--- src/rtl/dma_apb_slave.sv ---
// dma_apb_slave: APB register file exposing the DMA engine programming registers.
// Wait-stated ACCESS phase; CMD writes become a one-cycle start pulse, completion latches into STATUS.DONE.
module dma_apb_slave #(
    parameter int unsigned ADDR_WIDTH  = 32,
    parameter int unsigned DATA_WIDTH  = 32,
    parameter int unsigned PSTRB_WIDTH = 4,
    parameter int unsigned PPROT_WIDTH = 3,
    parameter int unsigned WAIT_CYCLES = 1,
    parameter int unsigned LEN_WIDTH   = 16
) (
    input  logic                   clk,
    input  logic                   reset,
    input  logic                   s_apb_psel,
    input  logic                   s_apb_penable,
    input  logic                   s_apb_pwrite,
    input  logic [ADDR_WIDTH-1:0]  s_apb_paddr,
    input  logic [DATA_WIDTH-1:0]  s_apb_pwdata,
    input  logic [PSTRB_WIDTH-1:0] s_apb_pstrb,
    input  logic [PPROT_WIDTH-1:0] s_apb_pprot,
    output logic [DATA_WIDTH-1:0]  s_apb_prdata,
    output logic                   s_apb_pready,
    output logic                   s_apb_pslverr,
    output logic [DATA_WIDTH-1:0]  dma_src,
    output logic [DATA_WIDTH-1:0]  dma_dst,
    output logic [LEN_WIDTH-1:0]   dma_len,
    output logic                   dma_start,
    input  logic                   dma_busy,
    input  logic                   dma_done
);

    localparam logic [7:0] OFF_SRC    = 8'h00;
    localparam logic [7:0] OFF_DST    = 8'h04;
    localparam logic [7:0] OFF_LEN    = 8'h08;
    localparam logic [7:0] OFF_CMD    = 8'h0C;
    localparam logic [7:0] OFF_STATUS = 8'h10;

    typedef enum logic {
        ST_IDLE   = 1'b0,
        ST_ACCESS = 1'b1
    } state_t;

    typedef enum logic [2:0] {
        SEL_SRC    = 3'd0,
        SEL_DST    = 3'd1,
        SEL_LEN    = 3'd2,
        SEL_CMD    = 3'd3,
        SEL_STATUS = 3'd4,
        SEL_NONE   = 3'd5
    } sel_t;

    function automatic logic [DATA_WIDTH-1:0] apply_strb(
        input logic [DATA_WIDTH-1:0]  old_v,
        input logic [DATA_WIDTH-1:0]  new_v,
        input logic [PSTRB_WIDTH-1:0] strb
    );
        logic [DATA_WIDTH-1:0] res;
        res = old_v;
        for (int i = 0; i < PSTRB_WIDTH; i++) begin
            if (strb[i]) begin
                res[8*i +: 8] = new_v[8*i +: 8];
            end
        end
        return res;
    endfunction

    state_t                  state_q, state_d;
    logic [3:0]              cnt_q, cnt_d;
    sel_t                    sel_q, sel_d;
    logic                    err_q, err_d;
    logic                    wr_q, wr_d;
    logic                    go_q, go_d;
    logic [DATA_WIDTH-1:0]   prdata_q, prdata_d;
    logic [DATA_WIDTH-1:0]   src_q, src_d;
    logic [DATA_WIDTH-1:0]   dst_q, dst_d;
    logic [LEN_WIDTH-1:0]    len_q, len_d;
    logic                    done_q, done_d;
    logic                    start_q, start_d;

    sel_t                    dec_sel_s;
    logic                    cmd_req_s;
    logic                    dec_err_s;
    logic [DATA_WIDTH-1:0]   rd_val_s;
    logic                    commit_s;
    logic                    wr_commit_s;
    logic                    status_clr_s;
    logic                    pready_s;
    logic                    unused_s;

    assign unused_s = ^{s_apb_pprot, s_apb_paddr[ADDR_WIDTH-1:8]};

    // Decode the bus address presented in SETUP and form the read snapshot.
    always_comb begin
        dec_sel_s = SEL_NONE;
        case (s_apb_paddr[7:0])
            OFF_SRC:    dec_sel_s = SEL_SRC;
            OFF_DST:    dec_sel_s = SEL_DST;
            OFF_LEN:    dec_sel_s = SEL_LEN;
            OFF_CMD:    dec_sel_s = SEL_CMD;
            OFF_STATUS: dec_sel_s = SEL_STATUS;
            default:    dec_sel_s = SEL_NONE;
        endcase
        cmd_req_s = s_apb_pwrite && (dec_sel_s == SEL_CMD) && s_apb_pwdata[0] && s_apb_pstrb[0];
        dec_err_s = (dec_sel_s == SEL_NONE) || (cmd_req_s && dma_busy);
        rd_val_s  = '0;
        if (dec_err_s) begin
            rd_val_s = '0;
        end else begin
            case (dec_sel_s)
                SEL_SRC:    rd_val_s = src_q;
                SEL_DST:    rd_val_s = dst_q;
                SEL_LEN:    rd_val_s[LEN_WIDTH-1:0] = len_q;
                SEL_STATUS: rd_val_s[1:0] = {dma_busy, done_q};
                default:    rd_val_s = '0;
            endcase
        end
    end

    // Transfer FSM: capture decode at SETUP, count wait states, commit on the ready cycle.
    always_comb begin
        state_d  = state_q;
        cnt_d    = cnt_q;
        sel_d    = sel_q;
        err_d    = err_q;
        wr_d     = wr_q;
        go_d     = go_q;
        prdata_d = prdata_q;
        commit_s = 1'b0;
        case (state_q)
            ST_IDLE: begin
                if (s_apb_psel && !s_apb_penable) begin
                    state_d  = ST_ACCESS;
                    cnt_d    = 4'(WAIT_CYCLES);
                    sel_d    = dec_sel_s;
                    err_d    = dec_err_s;
                    wr_d     = s_apb_pwrite;
                    go_d     = cmd_req_s && !dma_busy;
                    prdata_d = rd_val_s;
                end else begin
                    state_d = ST_IDLE;
                end
            end
            ST_ACCESS: begin
                if (!s_apb_psel) begin
                    state_d = ST_IDLE;
                end else if (cnt_q != 4'd0) begin
                    cnt_d = cnt_q - 4'd1;
                end else if (s_apb_penable) begin
                    commit_s = 1'b1;
                    state_d  = ST_IDLE;
                end else begin
                    state_d = ST_ACCESS;
                end
            end
            default: begin
                state_d = ST_IDLE;
            end
        endcase
    end

    assign pready_s      = (state_q == ST_ACCESS) && (cnt_q == 4'd0);
    assign s_apb_pready  = pready_s;
    assign s_apb_pslverr = pready_s && err_q;
    assign s_apb_prdata  = pready_s ? prdata_q : '0;

    assign wr_commit_s  = commit_s && wr_q && !err_q;
    // Write data and strobes are held by the master through ACCESS, so they are taken at the commit edge.
    assign status_clr_s = wr_commit_s && (sel_q == SEL_STATUS) && s_apb_pwdata[0] && s_apb_pstrb[0];

    // Register-file next state: strobed writes, start pulse and sticky DONE (set beats clear).
    always_comb begin
        src_d   = src_q;
        dst_d   = dst_q;
        len_d   = len_q;
        start_d = 1'b0;
        if (wr_commit_s) begin
            case (sel_q)
                SEL_SRC: src_d = apply_strb(src_q, s_apb_pwdata, s_apb_pstrb);
                SEL_DST: dst_d = apply_strb(dst_q, s_apb_pwdata, s_apb_pstrb);
                SEL_LEN: begin
                    for (int i = 0; i < LEN_WIDTH / 8; i++) begin
                        if (s_apb_pstrb[i]) begin
                            len_d[8*i +: 8] = s_apb_pwdata[8*i +: 8];
                        end
                    end
                end
                SEL_CMD: start_d = go_q;
                default: start_d = 1'b0;
            endcase
        end else begin
            start_d = 1'b0;
        end
        if (dma_done) begin
            done_d = 1'b1;
        end else if (start_d || status_clr_s) begin
            done_d = 1'b0;
        end else begin
            done_d = done_q;
        end
    end

    // State and register update with synchronous reset.
    always_ff @(posedge clk) begin
        if (reset) begin
            state_q  <= ST_IDLE;
            cnt_q    <= 4'd0;
            sel_q    <= SEL_NONE;
            err_q    <= 1'b0;
            wr_q     <= 1'b0;
            go_q     <= 1'b0;
            prdata_q <= '0;
            src_q    <= '0;
            dst_q    <= '0;
            len_q    <= '0;
            done_q   <= 1'b0;
            start_q  <= 1'b0;
        end else begin
            state_q  <= state_d;
            cnt_q    <= cnt_d;
            sel_q    <= sel_d;
            err_q    <= err_d;
            wr_q     <= wr_d;
            go_q     <= go_d;
            prdata_q <= prdata_d;
            src_q    <= src_d;
            dst_q    <= dst_d;
            len_q    <= len_d;
            done_q   <= done_d;
            start_q  <= start_d;
        end
    end

    assign dma_src   = src_q;
    assign dma_dst   = dst_q;
    assign dma_len   = len_q;
    assign dma_start = start_q;

endmodule

--- config.mk ---
export PLATFORM = sky130hd
export DESIGN_NAME = dma_apb_slave
export DESIGN_NICKNAME = d
export VERILOG_FILES = /design/src/rtl/dma_apb_slave.sv
export SDC_FILE = /design/constraint.sdc
export NUM_CORES = 1
export LEC_CHECK = 0
export CORE_ASPECT_RATIO = 1.75
export CORE_MARGIN = 1.5
export CORE_UTILIZATION = 48
export DETAILED_ROUTE_END_ITERATION = 10
export GPL_TIMING_DRIVEN = 0
export HOLD_SLACK_MARGIN = 0.15
export PLACE_DENSITY = 0.87
export SETUP_SLACK_MARGIN = 0.5
export SLEW_MARGIN = 30
export SYNTH_ARGS = -nofsm -noshare
export SYNTH_HDL_FRONTEND = slang
export SYNTH_SLANG_ARGS = --single-unit
export TNS_END_PERCENT = 1
--- constraint.sdc ---
create_clock -name clk -period 5.4 [get_ports clk]
set_input_delay 0.54 -clock clk [delete_from_list [all_inputs] [get_ports clk]]
set_output_delay 0.54 -clock clk [all_outputs]
set_load 0.005 [all_outputs]
# After elaboration in Yosys (flattened, before gate mapping)
# Index checks and enable logic that the tools add are counted.
# classes
eq_ne	16
add_sub_neg	1
mux	23
n_bitwise	1
n_reduce_logical	36
# ops
op	n
32-bit 2-to-1 mux	2
14-bit case mux with 3 select lines	1
3-bit AND reduction	11
16-bit case mux with 2 select lines	1
8-bit by 4-bit equality test with 1-bit output (second input constant)	2
3-bit case mux with 5 select lines	1
1-bit logical AND	13
3-bit by 2-bit equality test with 1-bit output (second input constant)	4
1-bit 2-to-1 mux	12
4-bit 2-to-1 mux	3
3-bit equality test (second input constant)	3
8-bit by 3-bit equality test with 1-bit output (second input constant)	1
8-bit by 5-bit equality test with 1-bit output (second input constant)	1
8-bit logical NOT	1
2-bit case mux with 4 select lines	1
4-bit case mux with 2 select lines	1
3-bit by 1-bit equality test with 1-bit output (second input constant)	2
3-bit logical NOT	2
4-bit logical NOT	1
2-bit inequality test (second input constant)	2
4-bit nonzero test	1
4-bit by 1-bit subtractor with 4-bit output (second input constant)	1
1-bit logical NOT	3
1-bit logical OR	2
5 further kinds	5
# totals
register_bits	125
out_inout_bits	115
in_bits	78
wordCells	96

# Longest topological paths before layout
# Gate-level depths: netlist of run 1.
# logic_depth
depth_word	12
mapped_depth	8
mapped_depth_nobuf	6

# Least setup slack after synthesis of run 1
# OpenSTA, ideal clock, no wires.
# synth_timing
path_type	reg-to-output
from	register cnt_q[0]
to	output s_apb_prdata[22]
arrival_time_ps	1483
slack_ps	3377
required_time_ps	4860
path_stages_with_launch	8
path_cell_list	dfxtp_1 -> inv_1 -> ha_1 -> nor4bb_1 -> buf_2 -> buf_2 -> clkbuf_1 -> and2_1
# synth_between
elab_chain_len	3
# synth_rtl
element	line_no	rtl
start, declared	67	logic [3:0] cnt_q, cnt_d;
start signal, assigned	218	cnt_q <= cnt_d;
4-bit logical NOT	160	assign pready_s = (state_q == ST_ACCESS) && (cnt_q == 4'd0);
1-bit logical AND	160	
named net s_apb_pready	21	output logic s_apb_pready,
32-bit 2-to-1 mux	163	assign s_apb_prdata = pready_s ? prdata_q : '0;
end, declared	20	output logic [DATA_WIDTH-1:0] s_apb_prdata,
# The timed path passes the listed nets, and every way through them passes these cells.

# Final worst setup path of run 1
# layout_timing
from	register cnt_q[0]
to	output s_apb_prdata[12]
# layout_between
elab_chain_len	3
# layout_rtl
element	line_no
4-bit logical NOT	160
1-bit logical AND	160
32-bit 2-to-1 mux	163
# Every way passes these cells.

==> summary.md, run 1 <==
| Metric | Value |
|---|---|
| Clk sinks | `125` |
| CP max-delay cell | `clkdlybuf4s50_1` |
| CTS tree | `done` |
| IO buf count | `164` |
| Crit start category | `flop` |
| Critical path peak fanout | `10` |
| Commonest register cell after synthesis | `dfxtp_1` |
| Die area | `11800 um2` |
| Count of pins over their slew limit | `0` |
| Initial core utilization | `0.498` |
| Buf/Inv on CP | `5` |
| Tmin final | `3.51 ns` |
| MaxCap Viol Count | `0` |
| Final setup TNS | `0 ns` |
| Row cnt | `50` |
| Sequential cell area fraction in the yosys report | `0.467` |
| HP Start | `prdata_q[1]` |
| CP Launch Point | `cnt_q[0]` |
| Fill count | `753` |
| Register bit total from synthesis | `125` |
| Reg2reg path depth | `7` |
| Synth warn | `0` |
| Drt wl/cell | `18.5 um` |
| Top-area cell type share of the netlist area | `0.467` |
| Crit-path leading delay family | `buffers and inverters` |
| Hold Slack | `0.445 ns` |
| Clk_skew | `0.00882 ns` |
| Max rail drop VDD | `0.270 mV` |
| Outcome | `finished clean` |
| WHS Path Cells | `2` |
| Yosys cell types | `39` |
| Syn Std Cell Area | `5360 um2` |
| CTS Buffer Depth | `2` |
| Diode count | `0` |
| Worst skew pair latency | `0.42 ns` |
| Area delta synth->final | `44.8%` |
| Core area | `10800 um2` |
| Max_slew headroom | `0.504` |
| Async SR Flop Fraction | `0` |
| DR top layer | `met4` |
| Hold Path Class | `flop to flop` |
| Top cells by area, synth | `dfxtp_1 (47%), mux2i_1 (18%), nor2_1 (7.5%)` |
| RePlAce Congestion | `0.942` |
| DR iter-0 viols | `295` |
| Chip width | `82.9 um` |
| Inserted Clock Buffers | `17` |
| First-pass DRT Iterations | `5` |
| Crit path DAT | `2.97 ns` |
| Worst Max-Slew Pin Slew | `0.741 ns` |
| Tot GR Track Use | `0.278` |
| Largest net degree at the start of global routing | `17` |
| Syn_nets | `665` |
| CTS resizes | `0` |
| Crit path depth | `8` |
| Reg-to-Reg Start | `cnt_q[0]` |
| R2R Setup Slk | `3.11 ns` |
| Drt drc | `0` |
| Largest stage delay, worst path | `0.51 ns` |
| First-pass GRT wire length | `25900 um` |
| Total Wirelength | `16900 um` |
| Crit path kind | `flop to primary output` |
| Clk pin slew, worst setup/hold paths | `0.06 ns` |
| Terminus of the critical flop-to-flop path | `dma_src[11]` |
| RSZ-0062 raised after global routing | `false` |
| Initial antenna violation count | `0` |
| DR vias | `5137` |
| H-Tree Depth | `4` |
| Post-CTS Setup Bufs | `0` |
| Root Buffer | `clkbuf_16` |
| Period Utilization, post-route | `0.649` |
| Wl on met1 | `5810 um` |
| EDFF count, synth | `0` |
| Number of global-route vias before repair | `5227` |
| Met2 Wirelength | `9050 um` |
| Post-CTS Hold Buffers | `0` |
| WHS Endpoint | `prdata_q[1]` |
| I/O pins | `193` |
| Leakage | `3.41 nW` |
| Pwr dens | `283 nW/um2` |
| Met3 wire length | `1340 um` |
| Cell repeated most along the worst path | `buf_2` |
| Synth area leader | `dfxtp_1` |
| Fin nets | `848` |
| Pwr Total | `2.19 mW` |
| Endpoint type of the worst setup path | `primary output` |
| Final setup fails | `0` |
| Syn Area/Cell | `9.15 um2` |
| Critical Path, Cell by Cell | `inv_1 > ha_1 > nor4bb_1 > buf_2 > buf_2 > clkbuf_1 > and2_1 > clkdlybuf4s50_1` |
| Share of cells above drive strength 1 | `0.0806` |
| DP Wirelength | `11900 um` |
| Die H | `143 um` |
| Final Hold Vio Count | `0` |
| Congestion Overflow GR | `0` |
| Vias per cell | `5.63` |
| Synthesized instance count | `586` |
| Fmax | `285 MHz` |
| Post-DRT Antenna Nets | `0` |
| Worst Path Required | `4.86 ns` |
## tightest hold or removal path, stage by stage, from the launching register on
cell     delay [ns]
dfxtp_1        0.31
nand2_1        0.05
o21ai_1        0.05
## per-layer routing
metal / vias up / track usage
met5: - / 0
met4: 0 / 0.168
met3: 56 / 0.0676
met2: 257 / 0.515
met1: 2439 / 0.278
li1: 2385 / -
## worst max path at each step
stage / endpoint / slack, ns
floorplan: s_apb_prdata[22] / 3.38
global placement: s_apb_prdata[13] / 2.51
detailed placement: s_apb_prdata[13] / 2.38
CTS: s_apb_prdata[13] / 1.90
global route: s_apb_prdata[12] / 1.76
finish: s_apb_prdata[12] / 1.89
## cell usage in the layout, fill, tap and decap left out, types with 3 or more instances in the layout
| master | n |
|---|---|
| a21oi_1 | 34 |
| and2_1 | 33 |
| buf_2 | 7 |
| clkbuf_1 | 26 |
| clkbuf_16 | 17 |
| clkdlybuf4s50_1 | 164 |
| clkinvlp_4 | 3 |
| dfxtp_1 | 125 |
| inv_1 | 3 |
| inv_6 | 6 |
| mux2_2 | 16 |
| mux2i_1 | 98 |
| nand2_1 | 39 |
| nand3_1 | 20 |
| nand4_1 | 12 |
| nor2_1 | 107 |
| nor2b_1 | 8 |
| nor3_1 | 11 |
| o21ai_0 | 15 |
## metrics by stage
stage	utilization	setup WS, ns	instance area [um2]	instances
2_1_floorplan	-	3.38	5360	586
3_3_place_gp	0.666	2.51	7170	880
3_5_place_dp	0.666	2.38	7170	880
4_1_cts	0.721	1.90	7760	912
5_1_grt	0.721	1.76	7760	912
6_report	0.721	1.89	7760	912
## layout make-up
type | count | area [um2] | area share
multi-input combinational | 422 | 2700 | 0.348
sequential | 125 | 2500 | 0.322
timing repair buffer | 164 | 1640 | 0.211
clock buffer | 18 | 439 | 0.0566
tap | 130 | 163 | 0.0210
clock inverter | 14 | 158 | 0.0203
buffer | 36 | 145 | 0.0187
inverter | 3 | 11.3 | 0.00145
## kinds of logic after synthesis
group                      count (synthesis)  synth area share
AOI/OAI and AO/OA                         57            0.0567
xor gates and xnor gates                   2           0.00327
adders and majority gates                  1           0.00233
buffers and inverters                     39            0.0292
DFF                                      125             0.467
muxes                                    114             0.217
and+or+nand+nor                          248             0.225
## where the power goes
| part | switching [mW] | total (mW) | internal (mW) |
|---|---|---|---|
| sequential | 0.00297 | 0.928 | 0.925 |
| combinational | 0.0688 | 0.121 | 0.0519 |
| clock | 0.444 | 1.14 | 0.700 |
## sequential cells by signal, summed over array words and instances (netlist names)
| signal | cells |
|---|---|
| cnt_q | 4 |
| prdata_q | 32 |
| wr_q | 1 |
| dma_start | 1 |
| state_q | 1 |
| err_q | 1 |
| sel_q | 3 |
| dma_dst | 32 |
| go_q | 1 |
| done_q | 1 |
| dma_len | 16 |
| dma_src | 32 |
## synth_stat cells (all sizes together) (2+ instances only)
library cell	count
clkbuf	27
nor4	2
or3b	2
nor3	11
nand4	14
nor2b	8
o21ai	17
xor2	2
and2	33
or4	2
nand3	20
dfxtp	125
mux2i	98
buf	9
nor4bb	2
and3	2
mux2	16
a21oi	34
inv	3
nor2	107
nand2	39
(Power assumes the default switching activity.)
==> run 2: changes to the inputs <==
Settings changed: CORE_UTILIZATION 48 to 45, PLACE_DENSITY 0.87 to 0.82.
Clock period 5.4 ns to 3.6 ns, I/O delays scaled along.
==> summary.md, run 2 (synthesis results as in run 1) <==
| Metric | Value |
|---|---|
| Terminus of the critical flop-to-flop path | `dma_src[26]` |
| Fin nets | `848 (unchanged)` |
| Reg-to-Reg Start | `cnt_q[0]` |
| Fill count | `915 (+22%)` |
| Max_slew headroom | `0.531 (+0.0262)` |
| Switching share of power | `0.223 (-0.0122)` |
| Outcome | `finished, violations left` |
| HP Start | `prdata_q[0]` |
| DP Cell Count | `885 (+0.57%)` |
| Crit path DAT | `2.65 ns (-0.32 ns)` |
| Count of pins over their slew limit | `0 (unchanged)` |
| WHS Endpoint | `prdata_q[0]` |
| Initial antenna violation count | `0 (unchanged)` |
| Period Utilization, post-route | `0.836` |
| MaxCap Viol Count | `0 (unchanged)` |
| Endpoint type of the worst setup path | `primary output` |
| RSZ-0062 raised after global routing | `true` |
| Die H | `147 um (+3.2%)` |
| IO buf count | `164 (unchanged)` |
| Clock power share | `0.529 (+0.007)` |
| Fmax | `332 MHz` |
| Worst Path Required | `3.24 ns (-1.62 ns)` |
| Row cnt | `52 (+4.0%)` |
| Logic pwr share | `0.055 (about the same)` |
| Clk_skew | `0.00760 ns (-0.00122 ns)` |
| Largest net degree at the start of global routing | `17 (unchanged)` |
| Tmin final | `3.01 ns` |
| Inserted Clock Buffers | `17 (unchanged)` |
| I/O pins | `193 (unchanged)` |
| Final setup fails | `0 (unchanged)` |
| Worst Max-Slew Pin Slew | `0.702 ns (-0.0392 ns)` |
| DP Wirelength | `12200 um (+2.0%)` |
| First-pass DRT Iterations | `8 (+3)` |
| Hold Path Class | `flop to flop` |
| Switch Pwr | `747 uW (+45%)` |
| Drt wl/cell | `18.5 um (-0.28%)` |
| Final setup TNS | `0 ns (unchanged)` |
| R2R Setup Slk | `1.38 ns (-1.73 ns)` |
| RePlAce Congestion | `0.853 (-9.5%)` |
| Worst skew pair latency | `0.42 ns (about the same)` |
| First-pass GRT wire length | `26600 um (+2.7%)` |
| Max rail drop VDD | `0.398 mV (+47%)` |
| Die area | `12600 um2 (+6.5%)` |
| DR iter-0 viols | `317 (+7.5%)` |
| Post-CTS Setup Bufs | `0 (unchanged)` |
| Leakage | `3.43 nW (+0.49%)` |
| Initial core utilization | `0.463 (-0.0353)` |
| Clk pin slew, worst setup/hold paths | `0.06 ns (about the same)` |
| WHS Path Cells | `2 (unchanged)` |
| Crit path kind | `flop to primary output` |
| Total Wirelength | `16900 um (+0.27%)` |
| Clk sinks | `125 (unchanged)` |
| CP Launch Point | `cnt_q[0]` |
| DR vias | `5073 (-1.2%)` |
| Vias per cell | `5.53 (-1.8%)` |
| Number of global-route vias before repair | `5202 (-0.48%)` |
| Drt drc | `10 (+10)` |
| Failing checks | `design-rule violations` |
| Tot GR Track Use | `0.272 (-0.00574)` |
| Non-filler cells, final | `917 (+0.55%)` |
| CTS Buffer Depth | `2 (unchanged)` |
| Part of the power in registers | `0.416 (-0.007)` |
| Chip width | `85.5 um (+3.2%)` |
| Critical path peak fanout | `10 (unchanged)` |
| Core area | `11600 um2 (+7.6%)` |
| Reg2reg path depth | `7 (unchanged)` |
| Congestion Overflow GR | `0 (unchanged)` |
| Internal | `2.60 mW (+55%)` |
| Crit start category | `flop` |
| Area delta synth->final | `45.6%` |
| Share of cells above drive strength 1 | `0.0844 (+0.00384)` |
| Pwr dens | `428 nW/um2 (+52%)` |
| H-Tree Depth | `4 (unchanged)` |
| Diode count | `0 (unchanged)` |
| Final Hold Vio Count | `0 (unchanged)` |
| Register area | `2500 um2 (unchanged)` |
| CTS tree | `done` |
| Most frequent cells in the layout | `clkdlybuf4s50_1 (164), dfxtp_1 (125), nor2_1 (107)` |
| Post-DRT Antenna Nets | `0 (unchanged)` |
| Root Buffer | `clkbuf_16` |
| Most common cell after layout, fill and taps aside | `clkdlybuf4s50_1` |
| Area of the multi-input gates | `2710 um2 (+0.23%)` |
==> run 2: how the worst max path moves through the flow <==
stage / cells after the start / slack [ns] / end
5_1_grt: 8 / 0.46 / s_apb_prdata[23]
3_5_place_dp: 8 / 0.81 / s_apb_prdata[12]
4_1_cts: 8 / 0.39 / s_apb_prdata[9]
3_3_place_gp: 8 / 0.90 / s_apb_prdata[12]
2_1_floorplan: 7 / 1.76 / s_apb_prdata[22]
6_report: 8 / 0.59 / s_apb_prdata[23]
==> run 2: layer usage <==
layer | global-route usage | wire length (um) | up-vias
li1 | - | - | 2378
met1 | 0.278 | 5930 | 2437
met2 | 0.507 | 9280 | 214
met3 | 0.0698 | 1120 | 44
met4 | 0.126 | 620 | 0
met5 | 0 | 0 | -
==> run 2: worst max-delay path, stage by stage, from the launching register on <==
cell,delay (ns)
dfxtp_1,0.32
inv_1,0.09
ha_1,0.20
nor4bb_2,0.25
buf_4,0.21
clkbuf_4,0.21
clkbuf_2,0.23
and2_1,0.20
clkdlybuf4s50_1,0.52
==> run 2: final cells by class <==
type / instances / area share
Multi-Input combinational cell: 422 / 0.347
Sequential cell: 125 / 0.320
Timing Repair Buffer: 164 / 0.210
Clock buffer: 20 / 0.0585
Tap cell: 135 / 0.0216
Clock inverter: 12 / 0.0205
Buffer: 36 / 0.0203
Inverter: 3 / 0.00144
==> run 2: timing repair <==
action,CTS,global route
gates resized for setup,1,11
hold buffers,0,0
setup endpoints to repair,29,30
==> run 2: power by group through the flow <==
stage / Sequential, mW / Combinational [mW] / Clock [mW]
floorplan: 1.42 / 0.0772 / 0
global placement: 1.42 / 0.173 / 0
detailed placement: 1.42 / 0.177 / 0
CTS: 1.39 / 0.179 / 1.77
global route: 1.39 / 0.195 / 1.84
finish: 1.39 / 0.183 / 1.77
==> run 2: metrics by stage <==
stage | power (mW) | hold WS [ns] | area (um2) | utilization | worst slack (ns)
after detailed placement | 1.60 | 0.434 | 7170 | 0.619 | 0.805
after floorplan | 1.50 | 0.417 | 5360 | - | 1.76
after CTS | 3.34 | 0.449 | 7790 | 0.673 | 0.387
after global routing | 3.42 | 0.466 | 7810 | 0.674 | 0.460
after global placement | 1.60 | 0.426 | 7170 | 0.619 | 0.903
final | 3.35 | 0.448 | 7810 | 0.674 | 0.592
==> run 3: changes to the inputs <==
Settings changed: CORE_UTILIZATION 45 to 41, PLACE_DENSITY 0.82 to 0.79.
Clock period 3.6 ns to 2.5 ns, I/O delays scaled along.
==> summary.md, run 3 (synthesis results as in run 1) <==
| Metric | Value |
|---|---|
| Outcome | `finished clean` |
| Post-layout util | `0.618 (-0.0558)` |
| Worst Path Required | `2.25 ns (-0.99 ns)` |
| Buf/Inv on CP | `5 (unchanged)` |
| Cell area after layout | `7960 um2 (+1.9%)` |
| Share of cells above drive strength 1 | `0.121 (+0.0368)` |
| Final setup fails | `0 (unchanged)` |
| Congestion Overflow GR | `0 (unchanged)` |
| Tmin final | `2.21 ns` |
| Core area | `12900 um2 (+11%)` |
| RSZ-0062 raised after global routing | `true` |
| Count of pins over their slew limit | `0 (unchanged)` |
| Post-DRT Antenna Nets | `0 (unchanged)` |
| Die H | `154 um (+4.7%)` |
| Endpoint type of the worst setup path | `primary output` |
| DR vias | `5063 (-0.20%)` |
| CP max-delay cell | `dfxtp_2` |
| Fmax | `453 MHz` |
| Most common cell after layout, fill and taps aside | `clkdlybuf4s50_1` |
| Diode count | `0 (unchanged)` |
| Tot GR Track Use | `0.256 (-0.0167)` |
| Initial antenna violation count | `0 (unchanged)` |
| Vias per cell | `5.26 (-5.0%)` |
| Leakage | `3.55 nW (+3.7%)` |
| Inserted Clock Buffers | `17 (unchanged)` |
| Register area | `2510 um2 (+0.15%)` |
| Largest stage delay, worst path | `0.32 ns (-0.20 ns)` |
| Number of global-route vias before repair | `5349 (+2.8%)` |
| Pwr dens | `581 nW/um2 (+36%)` |
| Max_slew headroom | `0.528 (-0.00221)` |
| Max rail drop VDD | `0.474 mV (+19%)` |
| RePlAce Congestion | `0.883 (+3.5%)` |
| Clk sinks | `125 (unchanged)` |
| DP Cell Count | `921 (+4.1%)` |
| Area of the multi-input gates | `2750 um2 (+1.3%)` |
| I/O pins | `193 (unchanged)` |
| Final Hold Vio Count | `0 (unchanged)` |
| First-pass DRT Iterations | `5 (-3)` |
| Die area | `13800 um2 (+9.5%)` |
| Total Wirelength | `17200 um (+1.7%)` |
| Critical path peak fanout | `10 (unchanged)` |
| Worst skew pair latency | `0.41 ns (about the same)` |
| Fill count | `1106 (+21%)` |
| Row cnt | `55 (+5.8%)` |
| Root Buffer | `clkbuf_16` |
| Drt drc | `0 (-10)` |
| MaxCap Viol Count | `0 (unchanged)` |
| DR iter-0 viols | `322 (+1.6%)` |
| Clk_skew | `0.00973 ns (+0.00214 ns)` |
| DP Wirelength | `12400 um (+2.3%)` |
| Crit-path leading delay family | `buffers and inverters` |
| Placed Area | `7220 um2 (+0.63%)` |
| Non-filler cells, final | `963 (+5.0%)` |
| Crit start category | `flop` |
| Crit path DAT | `1.96 ns (-0.69 ns)` |
| IO buf count | `164 (unchanged)` |
| Area delta synth->final | `48.4%` |
| Critical Path, Cell by Cell | `inv_2 > ha_4 > nor4bb_4 > buf_4 > buf_8 > clkbuf_16 > and2_1 > clkdlybuf4s15_1` |
| Hold Path Class | `flop to flop` |
| Largest net degree at the start of global routing | `17 (unchanged)` |
| Period Utilization, post-route | `0.882` |
| Most frequent cells in the layout | `clkdlybuf4s50_1 (130), dfxtp_1 (122), nor2_1 (107)` |
| CTS tree | `done` |
| Final setup TNS | `0 ns (unchanged)` |
| Fin nets | `858 (+1.2%)` |
| Drt wl/cell | `17.9 um (-3.2%)` |
| R2R Setup Slk | `0.31 ns (-1.07 ns)` |
| Crit path kind | `flop to primary output` |
| Initial core utilization | `0.417 (-0.0463)` |
| CTS Buffer Depth | `2 (unchanged)` |
| Chip width | `89.4 um (+4.6%)` |
| Clk pin slew, worst setup/hold paths | `0.06 ns (about the same)` |
| First-pass GRT wire length | `26800 um (+0.85%)` |
| Worst Max-Slew Pin Slew | `0.705 ns (+0.00331 ns)` |
| H-Tree Depth | `4 (unchanged)` |
run 3: cell types whose count changed in the layout (fill, tap and decap cells not counted), sizes merged:
cell / delta
dlygate4sd2: +5
buf: +17
inv: +2
bufinv: -2
clkbuf: -2
clkdlybuf4s50: -34
clkinv: +2
clkdlybuf4s15: +22
run 3: stage by stage:
stage,total power [mW],hold slack [ns],setup slack [ns]
after floorplan,2.16,0.386,0.767
after global placement,2.30,0.427,-0.134
after detailed placement,2.31,0.434,-0.178
after CTS,4.64,0.448,0.336
after global routing,4.75,0.460,0.158
final,4.63,0.444,0.294
run 3: tightest hold or removal path, cell delays in order, from the launching register on:
cell     delay, ns
dfxtp_1       0.32
nand2_1       0.04
o21ai_0       0.05
run 3: cell type report:
type,count,area share
flip-flops and latches,125,0.315
repair buffers,174,0.213
clock inverters,14,0.0170
well taps,171,0.0269
clock buffers,18,0.0539
plain buffers,36,0.0278
inverters,3,0.00141
multi-input cells,422,0.345
run 3: path summary, 6_finish.rpt:
path | startpoint | end | depth (start not counted)
min reg2reg | prdata_q[4] | prdata_q[4] | 2
max reg2reg | cnt_q[1] | dma_dst[10] | 8
max | cnt_q[1] | s_apb_prdata[26] | 8
min | prdata_q[4] | prdata_q[4] | 2
run 3: what timing repair did:
item,in CTS,in global routing
resized for setup,112,0
endpoints found under the setup margin,124,125
hold buffers,0,0
pin swaps,1,0
cloned,1,0
setup buffers,8,1
run 3: power by group:
part / internal [mW] / switching, mW / leakage (nW)
registers: 2.00 / 0.00675 / 1.01
clock network: 1.38 / 0.943 / 0.264
logic: 0.135 / 0.160 / 2.28
run 3: layer usage:
layer  part of all wire  vias up  GRT usage
met5                  0        -          0
met4              0.036        0      0.109
met3              0.057       47     0.0582
met2               0.55      219      0.477
met1               0.36     2391      0.261
li1                   -     2406          -
